===== src/rtl/host_cmd_to_streams.sv =====
// rtl/host_cmd_to_streams.sv - host byte-stream command framer feeding the APB stream bridge
module host_cmd_to_streams #(
    parameter logic ACK_EN = 1'b1
) (
    input  logic       CLK,
    input  logic       RESETn,
    input  logic [7:0] host_in_data,
    input  logic       host_in_valid,
    output logic       host_in_ready,
    output logic [7:0] host_out_data,
    output logic       host_out_valid,
    input  logic       host_out_ready,
    output logic [4:0] br_base_address,
    output logic       br_latch_address,
    output logic [7:0] br_in_data,
    output logic       br_in_valid,
    input  logic       br_in_ready,
    input  logic [7:0] br_out_data,
    input  logic       br_out_valid,
    output logic       br_out_ready
);

    typedef enum logic [2:0] {
        ST_HDR,
        ST_LEN,
        ST_LATCH,
        ST_WDATA,
        ST_RDATA,
        ST_ACK
    } state_t;

    state_t     state;
    state_t     state_next;
    logic [7:0] hdr;
    logic [8:0] rem;
    logic       in_hs;
    logic       wr_hs;
    logic       rd_hs;

    assign br_base_address = hdr[4:0];
    assign in_hs = host_in_valid & host_in_ready;
    assign wr_hs = (state == ST_WDATA) & host_in_valid & br_in_ready;
    assign rd_hs = (state == ST_RDATA) & br_out_valid & br_out_ready;

    always_ff @(posedge CLK) begin
        if (!RESETn) begin
            state <= ST_HDR;
            hdr   <= 8'h00;
            rem   <= 9'd0;
        end else begin
            state <= state_next;
            if (state == ST_HDR && in_hs) begin
                hdr <= host_in_data;
            end
            // rem is 9 bits so LEN=255 loads 256 without overflow
            if (state == ST_LEN && in_hs) begin
                rem <= {1'b0, host_in_data} + 9'd1;
            end else if (wr_hs || rd_hs) begin
                rem <= rem - 9'd1;
            end
        end
    end

    always_comb begin
        state_next       = state;
        host_in_ready    = 1'b0;
        host_out_data    = 8'h00;
        host_out_valid   = 1'b0;
        br_latch_address = 1'b0;
        br_in_data       = 8'h00;
        br_in_valid      = 1'b0;
        br_out_ready     = 1'b0;
        case (state)
            ST_HDR: begin
                host_in_ready = 1'b1;
                if (host_in_valid) begin
                    state_next = ST_LEN;
                end
            end
            ST_LEN: begin
                host_in_ready = 1'b1;
                if (host_in_valid) begin
                    state_next = ST_LATCH;
                end
            end
            ST_LATCH: begin
                // bridge only takes the latch while idle, signalled by br_in_ready
                br_latch_address = 1'b1;
                if (br_in_ready) begin
                    state_next = hdr[7] ? ST_WDATA : ST_RDATA;
                end
            end
            ST_WDATA: begin
                br_in_data    = host_in_data;
                br_in_valid   = host_in_valid;
                host_in_ready = br_in_ready;
                if (wr_hs && rem == 9'd1) begin
                    state_next = ACK_EN ? ST_ACK : ST_HDR;
                end
            end
            ST_RDATA: begin
                // rem!=0 gating stops a surplus read after the last byte is popped
                br_out_ready   = host_out_ready & (rem != 9'd0);
                host_out_valid = br_out_valid;
                host_out_data  = br_out_valid ? br_out_data : 8'h00;
                if (rd_hs && rem == 9'd1) begin
                    state_next = ST_HDR;
                end
            end
            ST_ACK: begin
                host_out_data  = hdr;
                host_out_valid = 1'b1;
                if (host_out_ready) begin
                    state_next = ST_HDR;
                end
            end
            default: state_next = ST_HDR;
        endcase
    end

endmodule


===== config.mk =====
export PLATFORM = sky130hd
export DESIGN_NAME = host_cmd_to_streams
export DESIGN_NICKNAME = d
export VERILOG_FILES = /design/src/rtl/host_cmd_to_streams.sv
export SDC_FILE = /design/constraint.sdc
export NUM_CORES = 1
export LEC_CHECK = 0
export CORE_MARGIN = 4
export CORE_UTILIZATION = 45
export CTS_CLUSTER_SIZE = 16
export DETAILED_ROUTE_END_ITERATION = 6
export HOLD_SLACK_MARGIN = 0.15
export PLACE_DENSITY = 0.78
export SLEW_MARGIN = 20
export SYNTH_ARGS = -nofsm -noshare
export SYNTH_HDL_FRONTEND = slang
export SYNTH_SLANG_ARGS = --single-unit
export TNS_END_PERCENT = 100

===== constraint.sdc =====
create_clock -name CLK -period 2.8 [get_ports CLK]
set_input_delay 0.42 -clock CLK [delete_from_list [all_inputs] [get_ports CLK]]
set_output_delay 0.42 -clock CLK [all_outputs]
set_load 0.01 [all_outputs]

==> key figures <==
Clock tree
  • CTS root buf: clkbuf_4
  • Clk_lat worst skew: 0.30 ns
  • Clock sinks: 20
  • CTS Hold Bufs: 0
  • CTS max path bufs: 2
  • Clock Pin Slew Worst Setup and Hold Paths: 0.12 ns
  • H-tree levels: 1
  • CTS tree: built
  • Num CTS Buffers: 3

Floorplanning
  • Site Rows: 20
  • Die footprint: 4380 um^2
  • Core area: 3150 um^2
  • Die H: 66.2 um
  • I/O pin cnt: 48
  • Initial Util: 48.3%
  • Die extent in x: 66.2 um

Final layout
  • Final Cell Area: 2040 um^2
  • Fill count: 303
  • Area growth from synthesis to layout: 33.7%
  • Layout cells sized above 1: 8.44%
  • Final Util: 64.6%
  • Reg area: 402 um^2
  • Post-layout net count: 265
  • Antenna fix cells: 0
  • Most common cell after layout, fill and taps aside: clkdlybuf4s50_1
  • Most frequent cells in the layout: clkdlybuf4s50_1 (47), nand2_1 (27), dfxtp_1 (19)
  • Multi-input combinational cell area: 1030 um^2

Setup path
  • Max stage delay on crit path: 0.53 ns
  • CP max-delay cell: clkdlybuf4s50_1
  • CP Max Fanout: 14
  • Critical Path AT: 2.21 ns
  • Launching element type of the critical path: flop
  • Critical path class: flop to output port
  • Worst Path Required: 2.38 ns
  • Critical-path cell list: nor2b_1 > and2_1 > a22o_1 > clkdlybuf4s50_1
  • Critical path endpoint category: output port

Timing
  • Final setup margin: 0.168 ns
  • Slew HR: 48.5%
  • Clock Skew: 0.00815 ns
  • Worst slew pin tran: 0.762 ns
  • Max-slew violations: 0
  • Fmax: 380 MHz
  • Hold Violations, Final: 0
  • Setup Viol. Count Final: 0
  • Final Cycle Share: 94.0%
  • TNS Setup: 0 ns
  • Unrepaired setup endpoints after global routing: no
  • Minimum clock period: 2.63 ns

Synth
  • Seq cells post-synth: 20
  • Top cell type's share of synthesized area: 26.3%
  • Synth Flop Type: dfxtp_1
  • Synth top area cells: dfxtp_1 (26%), nand2_1 (6.7%), a21boi_1 (5.4%), a22o_1 (4.6%), and2_1 (4.5%)
  • Sequential area share after synthesis: 26.3%
  • Syn Area/Cell: 7.81 um^2
  • EDFF count, synth: 0
  • Largest area contributor in the netlist: dfxtp_1
  • Post-synth ARST share: 0%
  • Synth Instances: 195
  • Mapped Area: 1520 um^2
  • Yosys warning total: 0
  • Net Count, Synth: 221
  • Post-synthesis cell type count: 47

Placement
  • Post-DP HPWL: 3020 um
  • DP Area: 2010 um^2
  • Routability Congestion: 0.851
  • I/O Buffers: 47
  • Pre-CTS setup slack: 0.362 ns

GRT
  • Grt total ovfl: 0
  • Largest net degree at the start of global routing: 18
  • Vias in the first global route: 1468
  • GRT Util Overall: 18.7%
  • Initial antenna violation count: 0
  • Global-route wire length before repair: 6490 um

Drt
  • Via count: 1536
  • Routed wire per std cell: 13.9 um
  • DR iter-0 viols: 116
  • Total Wirelength: 3910 um
  • Pre-Repair DR Iteration Count: 4
  • Via/cell ratio: 5.47
  • Antenna-violating nets left: 0
  • DRC: 0

Power and ir drop
  • Lkg Pwr: 0.000750 uW
  • Pwr/cell area: 826 nW/um^2
  • Maximum vdd drop: 0.000403 V

Run status
  • Outcome: complete, no violations

Worst hold path
  • Min-Delay Path Class: flop to flop

Job
  • Max Cap Viol: 0
[stage by stage]
stage	hold WS, ns	cells	total power (uW)
after floorplan	0.435	195	1240
after global placement	0.452	278	1530
after detailed placement	0.451	278	1540
after CTS	0.467	281	1680
after global routing	0.500	281	1820
final	0.463	281	1680
[layer usage]
| layer | vias up | wire length, um | share of wire [%] | track usage, % |
|---|---|---|---|---|
| met5 | - | 0 | 0 | 0 |
| met4 | 0 | 40 | 1.0 | 6.09 |
| met3 | 5 | 293 | 7.5 | 4.25 |
| met2 | 57 | 1780 | 46 | 30.1 |
| met1 | 691 | 1800 | 46 | 24.6 |
| li1 | 783 | - | - | - |
[synthesized netlist by cell type (2+ instances only)]
cell type / number
clkbuf_1: 3
nand2_1: 27
o21ai_0: 3
buf_4: 5
dfxtp_1: 20
inv_1: 4
nor2b_1: 2
and3_1: 5
nor2_1: 15
o21ai_1: 10
nor3_1: 4
nand4_1: 2
a22o_1: 8
nand3_1: 5
buf_2: 5
a21oi_1: 7
and2_1: 11
a21boi_1: 11
nand2b_1: 2
xnor2_1: 6
ha_1: 4
or2_1: 2
nand3b_1: 4
o211ai_1: 7
[state kept, by name, indices dropped and copies added (netlist names)]
name,count
hdr,8
rem,9
state,3
[path summary, 6_finish.rpt]
path | slack [ns] | startpoint | cells past startpoint | endpoint
max | 0.17 | state[0] | 4 | host_out_data[1]
min | 0.46 | hdr[5] | 2 | hdr[5]
max reg2reg | 0.83 | rem[0] | 6 | state[0]
min reg2reg | 0.46 | hdr[5] | 2 | hdr[5]
[critical path: cells and delay by family, from the launching register on]
family,cells,cell delay (ns)
compound gates,1,0.20
buf+inv,1,0.53
flops,1,0.52
simple gates,2,0.65
[timing repair]
item,4_1_cts,5_1_grt
gates resized for setup,0,1
endpoints found under the setup margin,0,18
buffers inserted,0,0
[power breakdown]
part	total [uW]	internal, uW	switching, uW
logic	1040	507	538
clock network	140	50.2	89.7
registers	496	370	126
total	1680	927	753
[logic make-up after synthesis]
group	after synthesis	synth area share [%]
AOI/OAI and AO/OA	57	28.3
buffers and inverters	18	6.08
and+or+nand+nor	89	32.0
DFF	20	26.3
adders and majority gates	4	3.29
xor gates and xnor gates	7	4.03
[area by class of cell]
class,instances,area share (%)
Inverter,5,0.922
Sequential cell,20,19.7
Clock buffer,3,1.11
Multi-Input combinational cell,157,50.6
Timing Repair Buffer,52,25.0
Tap cell,44,2.70
Note: power is estimated with default switching activity, not from simulation.
